$ cat config.mk
export PLATFORM = sky130hd
export DESIGN_NAME = inst_encoder
export DESIGN_NICKNAME = d
export VERILOG_FILES = /design/src/rtl/enc_pkg.sv /design/src/rtl/enc_fifo.sv /design/src/rtl/inst_encoder.sv
export SDC_FILE = /design/constraint.sdc
export NUM_CORES = 1
export LEC_CHECK = 0
export ABC_AREA = 1
export CORE_MARGIN = 1
export CORE_UTILIZATION = 61
export CTS_BUF_LIST = sky130_fd_sc_hd__clkbuf_8
export CTS_CLUSTER_DIAMETER = 150
export CTS_CLUSTER_SIZE = 28
export DETAILED_ROUTE_END_ITERATION = 7
export PLACE_DENSITY = 0.9
export SYNTH_ARGS = -nofsm -noshare
export SYNTH_HDL_FRONTEND = slang
export SYNTH_HIERARCHICAL = 1
export SYNTH_SLANG_ARGS = --single-unit
$ cat constraint.sdc
create_clock -name clk -period 6.3 [get_ports clk]
set_input_delay 1.89 -clock clk [delete_from_list [all_inputs] [get_ports clk]]
set_output_delay 1.89 -clock clk [all_outputs]
set_load 0.005 [all_outputs]
$ cat src/rtl/enc_pkg.sv
// Shared constants and the R-type word layout for the instruction encoder.
package enc_pkg;

   localparam int unsigned DATA_W     = 32;
   localparam int unsigned FIFO_DEPTH = 4;
   localparam int unsigned PTR_W      = 2;
   localparam int unsigned CNT_W      = 3;
   localparam int unsigned REG_W      = 5;
   localparam int unsigned CTRL_W     = 4;
   localparam int unsigned ERR_W      = 8;

   localparam logic [6:0] OPCODE_R    = 7'b0110011;
   localparam logic [6:0] FUNCT7_BASE = 7'b0000000;
   localparam logic [6:0] FUNCT7_ALT  = 7'b0100000;
   localparam logic [6:0] FUNCT7_MEXT = 7'b0000001;

   localparam logic [2:0] F3_SUB = 3'b000;
   localparam logic [2:0] F3_SRA = 3'b101;

   typedef struct packed {
      logic [6:0]       funct7;
      logic [REG_W-1:0] rs2;
      logic [REG_W-1:0] rs1;
      logic [2:0]       funct3;
      logic [REG_W-1:0] rd;
      logic [6:0]       opcode;
   } rtype_t;

endpackage

$ cat src/rtl/enc_fifo.sv
// Four-entry word FIFO with wrapping pointers and registered occupancy flags.
module enc_fifo
   import enc_pkg::*;
(
   input  logic              clk,
   input  logic              rst,
   input  logic              push,
   input  logic [DATA_W-1:0] wdata,
   input  logic              pop,
   output logic [DATA_W-1:0] rdata,
   output logic              valid,
   output logic              ready,
   output logic [CNT_W-1:0]  count
);

   logic [DATA_W-1:0] mem_q [FIFO_DEPTH];
   logic [DATA_W-1:0] mem_d [FIFO_DEPTH];
   logic [PTR_W-1:0]  wr_ptr_q, wr_ptr_d;
   logic [PTR_W-1:0]  rd_ptr_q, rd_ptr_d;
   logic [CNT_W-1:0]  count_q, count_d;
   logic              valid_q, valid_d;
   logic              ready_q, ready_d;
   logic              do_push;
   logic              do_pop;

   // Pointer, storage and occupancy update; a push and pop together keep count.
   always_comb begin
      mem_d    = mem_q;
      wr_ptr_d = wr_ptr_q;
      rd_ptr_d = rd_ptr_q;
      count_d  = count_q;
      do_push  = push && ready_q;
      do_pop   = pop && valid_q;
      if (do_push) begin
         mem_d[wr_ptr_q] = wdata;
         wr_ptr_d        = wr_ptr_q + PTR_W'(1);
      end
      if (do_pop) begin
         rd_ptr_d = rd_ptr_q + PTR_W'(1);
      end
      case ({do_push, do_pop})
         2'b10:   count_d = count_q + CNT_W'(1);
         2'b01:   count_d = count_q - CNT_W'(1);
         default: count_d = count_q;
      endcase
      valid_d = (count_d != CNT_W'(0));
      ready_d = (count_d != CNT_W'(FIFO_DEPTH));
   end

   // State registers; reset empties the buffer and leaves it ready.
   always_ff @(posedge clk) begin
      if (rst) begin
         mem_q    <= '{default: '0};
         wr_ptr_q <= '0;
         rd_ptr_q <= '0;
         count_q  <= '0;
         valid_q  <= 1'b0;
         ready_q  <= 1'b1;
      end else begin
         mem_q    <= mem_d;
         wr_ptr_q <= wr_ptr_d;
         rd_ptr_q <= rd_ptr_d;
         count_q  <= count_d;
         valid_q  <= valid_d;
         ready_q  <= ready_d;
      end
   end

   assign rdata = mem_q[rd_ptr_q];
   assign valid = valid_q;
   assign ready = ready_q;
   assign count = count_q;

endmodule

$ cat src/rtl/inst_encoder.sv
// R-type instruction encoder with legality check, error counter and output FIFO.
// Optional RV32M encoding is enabled by defining INST_ENCODER_MEXT_EN.
module inst_encoder
   import enc_pkg::*;
(
   input  logic              clk,
   input  logic              rst,
   input  logic              in_valid,
   output logic              in_ready,
   input  logic [REG_W-1:0]  in_rd,
   input  logic [REG_W-1:0]  in_rs1,
   input  logic [REG_W-1:0]  in_rs2,
   input  logic [CTRL_W-1:0] in_alu_ctrl,
   input  logic              in_mext,
   output logic              out_valid,
   input  logic              out_ready,
   output logic [DATA_W-1:0] out_inst,
   output logic [CNT_W-1:0]  count,
   output logic              err,
   output logic [ERR_W-1:0]  err_cnt
);

   logic             err_q, err_d;
   logic [ERR_W-1:0] err_cnt_q, err_cnt_d;
   rtype_t           word;
   logic             alt;
   logic             illegal;
   logic             accept;
   logic             push;

   // Encode the request, classify legality and track the error pulse/count.
   always_comb begin
      alt         = in_alu_ctrl[3];
      word.opcode = OPCODE_R;
      word.rd     = in_rd;
      word.funct3 = in_alu_ctrl[2:0];
      word.rs1    = in_rs1;
      word.rs2    = in_rs2;
      word.funct7 = alt ? FUNCT7_ALT : FUNCT7_BASE;
      illegal     = alt && !((word.funct3 == F3_SUB) || (word.funct3 == F3_SRA));
`ifdef INST_ENCODER_MEXT_EN
      if (in_mext) begin
         word.funct7 = FUNCT7_MEXT;
         illegal     = alt;
      end
`else
      if (in_mext) begin
         illegal = 1'b1;
      end
`endif
      accept    = in_valid && in_ready;
      push      = accept && !illegal;
      err_d     = accept && illegal;
      err_cnt_d = err_cnt_q;
      if (err_d && (err_cnt_q != ERR_W'(255))) begin
         err_cnt_d = err_cnt_q + ERR_W'(1);
      end
   end

   // Error pulse and saturating counter registers.
   always_ff @(posedge clk) begin
      if (rst) begin
         err_q     <= 1'b0;
         err_cnt_q <= '0;
      end else begin
         err_q     <= err_d;
         err_cnt_q <= err_cnt_d;
      end
   end

   enc_fifo u_fifo (
      .clk   (clk),
      .rst   (rst),
      .push  (push),
      .wdata (word),
      .pop   (out_ready),
      .rdata (out_inst),
      .valid (out_valid),
      .ready (in_ready),
      .count (count)
   );

   assign err     = err_q;
   assign err_cnt = err_cnt_q;

endmodule

==> results.toml, run 1 <==
[run_status]
outcome = "completed"

[routing]
route.detailed.drc = 0
drt_iter0_drc = 697
via_per_inst = 5.86
dr.pass1.iters = 7
ant_nets = 0
wl_microns = 17300
wl_per_cell_microns = 15.3
vias = 6598

[logic_synthesis]
ys_top_cells_by_count = "nand2_1, dfxtp_1, nand3_1, a21oi_1, nor2_1"
synth.most_common_cell = "nand2_1"
synth_top_area_cell = "dfxtp_1"
netlist_top_cells_area = "dfxtp_1, nand3_1, a21oi_1, nand2_1, o21ai_0"
postSynthAreaPerCell_sq_um = 7.32
postSynth.asyncResetShare_pct = 0
synth.distinct_cells = 31
synth_edf_count = 0
synth_area_sq_mm = 0.00662
synth_top_cell_area_share_pct = 44.1
ys_warn_count = 6
synthCells = 905
ys.flop_type = "dfxtp_1"
synth_seq_cells = 146
yosysSeqAreaShare_pct = 44.1

[cells_and_area]
nNetsFinal = 1008
area_growth_pct = 17.3
utilization_pct = 74.6
fillers = 807
stdcell_area_sq_mm = 0.00777
drive_gt1_share_pct = 6.37
antennaDiodeCount = 0
layoutNonFillerInstCount = 1125

[power_and_ir_drop]
powerDensity_mw_per_mm2 = 297
peakVddDrop_mv = 0.244
p_leak_nw = 2.83

[global_route]
antenna_found_initial = 0
grt_max_degree = 72
grt_pass1_vias = 6013
grtUsageTotal_pct = 31.5
grt_pass1_wl_microns = 28400
grt_overflow_total = 0

[sta]
tightestPinTransition_ns = 1.09
slew_violations = 0
rsz0062_at_grt = "false"
relSlewSlack_pct = 27.5
setup_tns_ns = 0
setup_viol = 0
fmax_ghz = 0.210
hold_viol_final = 0
period_share_pct = 75.5
period_minus_slack_ns = 4.76
clock_skew_ns = 0.00773

[place]
place_area_sq_mm = 0.00731
hpwl_microns = 9850
placedCellCount = 1094
io_buffers = 69
gp_congestion = 0.839

[clock_network]
clk_path_buf_depth = 2
clk_pin_slew_ns = 0.08
ctsResizeCount = 0
cts_setup_buffers = 0
cts_num_sinks = 146
hold_buffers = 0
htree_num_levels = 4
cts_tree = "built"
clkLatencyLatePin_ns = 0.45
cts_root_buf = "clkbuf_8"
cts_buffers = 17

[hold_path]
hold_class = "reg -> reg"

[setup_path]
crit_type = "reg -> out"
path_max_fanout = 34
cp-end-kind = "output port"
arrival_ns = 2.87
worstSetupStartpointType = "flip-flop"
cp.required_ns = 4.41

[die]
die_h_microns = 106
initial_utilization_pct = 63.6
core_sq_mm = 0.0104
ios = 70
num_rows = 37
dieArea_sq_mm = 0.0113
die_w_microns = 106

[flow_run]
cap_violations = 0
worst max-delay path: stages, from the launching register on:
cell and delay, ns:
dfxtp_1 0.31, buf_4 0.23, inv_1 0.82, o21ai_0 0.23, o22ai_1 0.26, clkdlybuf4s50_1 0.57
power by group:
part | internal [W] | switching [W]
clock network | 0.000477 | 0.000373
registers | 0.000950 | 0.0000187
logic | 0.000211 | 0.000278
total | 0.00164 | 0.000670
sequential cells by signal (all words and copies together), names as in the netlist:
signal	cells
u_fifo/mem_q	128
err_cnt	8
u_fifo/count	3
u_fifo/rd_ptr_q	2
u_fifo/wr_ptr_q	2
err	1
u_fifo/ready	1
u_fifo/valid	1
metrics by stage:
step	total power (W)	hold WS (ns)	setup WS, ns
after floorplan	0.00128	0.437	2.68
final	0.00231	0.462	1.54
after CTS	0.00231	0.462	1.57
after global placement	0.00146	0.444	1.63
after global routing	0.00241	0.482	1.35
after detailed placement	0.00147	0.450	1.52
path summary, 6_finish.rpt:
check / cells past startpoint / startpoint / slack, ns / to
hold / removal: 2 / u_fifo/mem_q[83] / 0.46 / u_fifo/mem_q[83]
hold reg to reg: 2 / u_fifo/mem_q[83] / 0.46 / u_fifo/mem_q[83]
setup / recovery: 5 / u_fifo/rd_ptr_q[1] / 1.54 / out_inst[18]
setup reg to reg: 8 / u_fifo/ready / 3.84 / u_fifo/mem_q[36]
logic make-up (layout without fill, tap and decap cells):
kind of cell / after synthesis / after routing / share of synthesized area [%]
DFF: 146 / 146 / 44.1
other: 2 / 52 / 0.113
AOI/OAI and AO/OA: 236 / 236 / 18.4
adders and majority gates: 7 / 7 / 1.44
and+or+nand+nor: 408 / 408 / 27.2
buffers and inverters: 104 / 138 / 8.42
xor gates and xnor gates: 2 / 2 / 0.264
final cells by class:
cell class                 count  area, sq um  area share [%]
clock buffer                  17          234            3.01
clock inverter                14          229            2.95
inverter                      25         95.1            1.22
multi-input combinational    705         3330            42.9
sequential                   146         2920            37.6
tap                          136          170            2.19
timing repair buffer          82          786            10.1
per-layer routing:
metal  global-route usage [%]  share of wire, %
met5                        0                 0
met2                     49.1                47
met3                     6.19               8.7
met4                     14.8               2.8
met1                     42.1                42
cells in the final DEF, fill, tap and decap left out, drive strengths merged, types with 4 or more instances in the layout:
cell	instances
nand3	139
clkbuf	17
ha	6
buf	14
nand4	7
o22ai	32
bufinv	5
dfxtp	146
clkinv	4
a21oi	136
nand2	172
conb	52
nor2	86
clkdlybuf4s50	68
inv	28
o21ai	68
No activity file was read; power rests on OpenSTA's default activity.
==> run 2, diff against run 1 <==
Settings changed: CORE_UTILIZATION 61 to 59, PLACE_DENSITY 0.9 to 0.88.
Clock period 6.3 ns to 4.53 ns, I/O delays scaled along.
==> run 2 against run 1 <==
Effect of this change:
- power up 33%
- first-iteration DRC count up 4.3%
- critical path depth down 1
- routed wire length about the same
- cell count up 0.80%
- non-clock buffer count up 5
- global-route usage down 0.75 points
- sequential share of layout area about the same
- die area up 3.3%
- hold slack worse by 0.0047 ns
==> results.toml, run 2 (synthesis results as in run 1) <==
[sta]
fmax_ghz = 0.249
period_minus_slack_ns = 4.01
hold_viol_final = 0
period_share_pct = 88.6
tightestPinTransition_ns = 0.577
setup_viol = 0
fin_ws_ns = 0.516
rsz0062_at_grt = "false"
setup_tns_ns = 0
clock_skew_ns = 0.00700
relSlewSlack_pct = 61.5
hold_ws_ns = 0.458
slew_violations = 0

[routing]
route.detailed.drc = 0
vias = 6467
wl_microns = 17300
wl_per_cell_microns = 15.2
drt_iter0_drc = 727
dr.pass1.iters = 5
ant_nets = 0
via_per_inst = 5.70

[die]
dieArea_sq_mm = 0.0117
die_w_microns = 108
die_h_microns = 108
core_sq_mm = 0.0109
initial_utilization_pct = 60.8
num_rows = 38
ios = 70

[clock_network]
cts_setup_buffers = 0
hold_buffers = 0
htree_num_levels = 4
cts_root_buf = "clkbuf_8"
ctsResizeCount = 0
cts_buffers = 17
cts_num_sinks = 146
clkLatencyLatePin_ns = 0.46
clk_path_buf_depth = 2
cts_tree = "built"
clk_pin_slew_ns = 0.07

[hold_path]
hold_class = "reg -> reg"
holdPathEnd = "u_fifo/mem_q[64]"
worstHoldStart = "u_fifo/mem_q[64]"
worst_hold_path.num_cells = 2

[cells_and_area]
final-seq-area_sq_mm = 0.00292
drive_gt1_share_pct = 6.44
regMostFlops = "u_fifo/mem_q"
final_cell_mix = "nand2_1, dfxtp_1, nand3_1"
antennaDiodeCount = 0
multi_input_area_sq_mm = 0.00333
nNetsFinal = 1013
area_growth_pct = 17.4
largest_reg_flops = 128
layout_commonest_cell = "nand2_1"
fillers = 846

[power_and_ir_drop]
p_sw_share_pct = 28.8
power.total_w = 0.00307
powerDensity_mw_per_mm2 = 395
clkPwrFrac_pct = 33.5
peakVddDrop_mv = 0.276
p_switching_w = 0.000886
intPower_w = 0.00219
pwr-share-seq_pct = 44.4
p_leak_nw = 2.86
p_comb_share_pct = 22.1

[place]
place_ws_ns = 0.805
gp_congestion = 0.865
io_buffers = 69
hpwl_microns = 9700

[setup_path]
r2r_slack_ns = 2.48
r2r_end = "u_fifo/mem_q[49]"
crit_type = "reg -> out"
r2r_start = "u_fifo/wr_ptr_q[0]"
cp.required_ns = 3.17
arrival_ns = 2.65
reg2reg_depth = 7
worstSetupStartpointType = "flip-flop"
path_max_fanout = 38
cp-end-kind = "output port"

[global_route]
grt_overflow_total = 0
antenna_found_initial = 0
grtUsageTotal_pct = 30.8
grt_pass1_vias = 5830
grt_max_degree = 123
grt_pass1_wl_microns = 28000

[run_status]
outcome = "completed"

[flow_run]
cap_violations = 0
-- run 2: changes by cell type in the layout (fill, tap and decap cells not counted) --
cell and change:
clkbuf_8 +6, inv_8 -1, inv_6 -3, clkinvlp_4 -2
buf_12 +2, inv_1 +4, bufinv_16 -3, clkinv_2 +2
buf_4 +3, clkinv_4 -3
-- run 2: power by group through the flow --
stage	clock network, W	registers (W)	logic [W]
after global placement	0	0.00139	0.000659
after detailed placement	0	0.00139	0.000664
after global routing	0.00108	0.00137	0.000749
after floorplan	0	0.00137	0.000402
final	0.00103	0.00136	0.000680
after CTS	0.00103	0.00136	0.000672
-- run 2: layout make-up --
class,count,share of cell area (%)
clock buffers,23,4.07
well taps,140,2.25
repair buffers,87,10.9
multi-input cells,705,42.8
inverters,25,1.22
clock inverters,8,1.09
flip-flops and latches,146,37.6
-- run 2: stage by stage --
step                instances  utilization [%]  cell area (sq um)
floorplan                 955                -               6810
global placement         1103             67.7               7370
detailed placement       1103             67.7               7370
CTS                      1134             71.4               7770
global route             1134             71.4               7770
finish                   1134             71.4               7770
-- run 2: critical path, stage by stage, from the launching register on --
cell and delay [ns]:
dfxtp_2 0.70, buf_4 0.47, o21ai_0 0.15, o22ai_1 0.30, clkdlybuf4s50_1 0.57
-- run 2: worst max path at each step --
stage | from | endpoint | slack [ns]
after floorplan | in_alu_ctrl[0] | u_fifo/valid | 1.45
after global placement | in_alu_ctrl[2] | u_fifo/valid | 0.82
after detailed placement | in_alu_ctrl[0] | u_fifo/valid | 0.81
after CTS | u_fifo/rd_ptr_q[0] | out_inst[30] | 0.54
after global routing | u_fifo/rd_ptr_q[0] | out_inst[30] | 0.40
final | u_fifo/rd_ptr_q[0] | out_inst[30] | 0.52
-- run 2: routing by layer --
metal	GRT usage (%)	share of wire [%]	up-vias
li1	-	-	3159
met1	39.8	42	2958
met2	48.7	46	302
met3	6.03	8.8	48
met4	16.1	2.7	0
met5	0	0	-
==> run 3, diff against run 2 <==
Settings changed: CORE_ASPECT_RATIO from default to 1.75, CTS_BUF_LIST sky130_fd_sc_hd__clkbuf_8 to sky130_fd_sc_hd__clkbuf_4.
==> run 3 against run 2 <==
Effect of this change:
- first-iteration DRC count fell by 0.28%
- global-route usage rose by 1.3 points
- clock skew rose by 0.0022 ns
==> results.toml, run 3 (synthesis results as in run 1) <==
[cells_and_area]
utilization_pct = 70.4
fillers = 935
regMostFlops = "u_fifo/mem_q"
multi_input_area_sq_mm = 0.00333
largest_reg_flops = 128
stdcell_area_sq_mm = 0.00762
final_cell_mix = "nand2_1, dfxtp_1, nand3_1"
drive_gt1_share_pct = 6.92
final-seq-area_sq_mm = 0.00292
nNetsFinal = 1016
area_growth_pct = 15.1
layout_commonest_cell = "nand2_1"

[sta]
slew_violations = 0
fin_ws_ns = 0.615
clock_skew_ns = 0.00923
setup_viol = 0
relSlewSlack_pct = 48.9
fmax_ghz = 0.255
hold_viol_final = 0
period_minus_slack_ns = 3.91
setup_tns_ns = 0
period_share_pct = 86.4
rsz0062_at_grt = "false"
tightestPinTransition_ns = 0.766

[die]
die_h_microns = 142
initial_utilization_pct = 61.2
die_w_microns = 82.1
num_rows = 50
dieArea_sq_mm = 0.0117
core_sq_mm = 0.0108
ios = 70

[place]
hpwl_microns = 10600
place_ws_ns = 0.766
place_area_sq_mm = 0.00736
gp_congestion = 0.789
io_buffers = 69

[power_and_ir_drop]
intPower_w = 0.00198
p_switching_w = 0.000852
peakVddDrop_mv = 0.263
p_leak_nw = 2.79
pwr-share-seq_pct = 47.7
p_sw_share_pct = 30.1
powerDensity_mw_per_mm2 = 371
clkPwrFrac_pct = 27.7
p_comb_share_pct = 24.6

[setup_path]
r2r_start = "u_fifo/wr_ptr_q[0]"
cp.required_ns = 3.17
path_max_fanout = 65
reg2reg_depth = 7
max_stage_delay_ns = 0.56
crit_type = "reg -> out"
crit_family = "buffers and inverters"
arrival_ns = 2.56
crit_buf_inv = 2
critPathSlowestCell = "buf_4"
worstSetupStartpointType = "flip-flop"
path_cells = "buf_4 -> o21ai_0 -> o22ai_1 -> clkdlybuf4s50_1"
r2r_end = "u_fifo/mem_q[37]"
crit_path_start = "u_fifo/rd_ptr_q[0]"
cp-end-kind = "output port"
r2r_slack_ns = 2.42

[clock_network]
clkLatencyLatePin_ns = 0.54
cts_num_sinks = 146
cts_tree = "built"
cts_setup_buffers = 0
htree_num_levels = 4
ctsResizeCount = 0
hold_buffers = 0
clk_path_buf_depth = 2
cts_buffers = 17
cts_root_buf = "clkbuf_4"
clk_pin_slew_ns = 0.11

[hold_path]
hold_class = "reg -> reg"
holdPathEnd = "u_fifo/mem_q[52]"
worst_hold_path.num_cells = 2
worstHoldStart = "u_fifo/mem_q[52]"

[routing]
wl_per_cell_microns = 15.7
vias = 6605
via_per_inst = 5.86
wl_microns = 17800
route.detailed.drc = 0
drt_iter0_drc = 725
ant_nets = 0
dr.pass1.iters = 8

[global_route]
grt_overflow_total = 0
grt_pass1_wl_microns = 28900
grt_pass1_vias = 6293
grtUsageTotal_pct = 32.1
grt_max_degree = 76
antenna_found_initial = 1

[run_status]
outcome = "completed"

[flow_run]
cap_violations = 0
[run 3: per-layer routing]
layer | up-vias | routed length [microns] | track usage [%]
met1 | 3066 | 6930 | 36.8
li1 | 3178 | - | -
met3 | 51 | 1240 | 7.12
met4 | 0 | 463 | 15.8
met2 | 310 | 9130 | 54.6
met5 | - | 0 | 0
[run 3: power by group through the flow]
stage	Sequential [W]	Combinational, W	Clock (W)
6_report	0.00135	0.000695	0.000783
5_1_grt	0.00136	0.000765	0.000854
4_1_cts	0.00135	0.000686	0.000799
3_5_place_dp	0.00138	0.000682	0
3_3_place_gp	0.00138	0.000676	0
2_1_floorplan	0.00137	0.000402	0
[run 3: worst min-delay path, cell delays in order (launching register included)]
cell     delay [ns]
dfxtp_1        0.33
nand2_1        0.06
a21oi_1        0.05
[run 3: through the flow]
step / instances / hold WS (ns) / total power, W
CTS: 1127 / 0.465 / 0.00283
detailed placement: 1096 / 0.448 / 0.00206
floorplan: 955 / 0.437 / 0.00177
global route: 1128 / 0.483 / 0.00297
finish: 1128 / 0.465 / 0.00283
global placement: 1096 / 0.443 / 0.00205
[run 3: how the worst max path moves through the flow]
stage | to | cells past startpoint
detailed placement | u_fifo/mem_q[85] | 12
CTS | out_inst[30] | 5
finish | out_inst[30] | 4
global route | out_inst[31] | 5
global placement | u_fifo/valid | 14
floorplan | u_fifo/valid | 15
[run 3: layout make-up]
| class | instances | share of cell area [%] |
|---|---|---|
| multi-input cells | 705 | 43.7 |
| flip-flops and latches | 146 | 38.4 |
| repair buffers | 90 | 11.1 |
| clock buffers | 23 | 2.27 |
| well taps | 130 | 2.13 |
| inverters | 25 | 1.25 |
| clock inverters | 8 | 1.15 |
| diodes | 1 | 0.0328 |
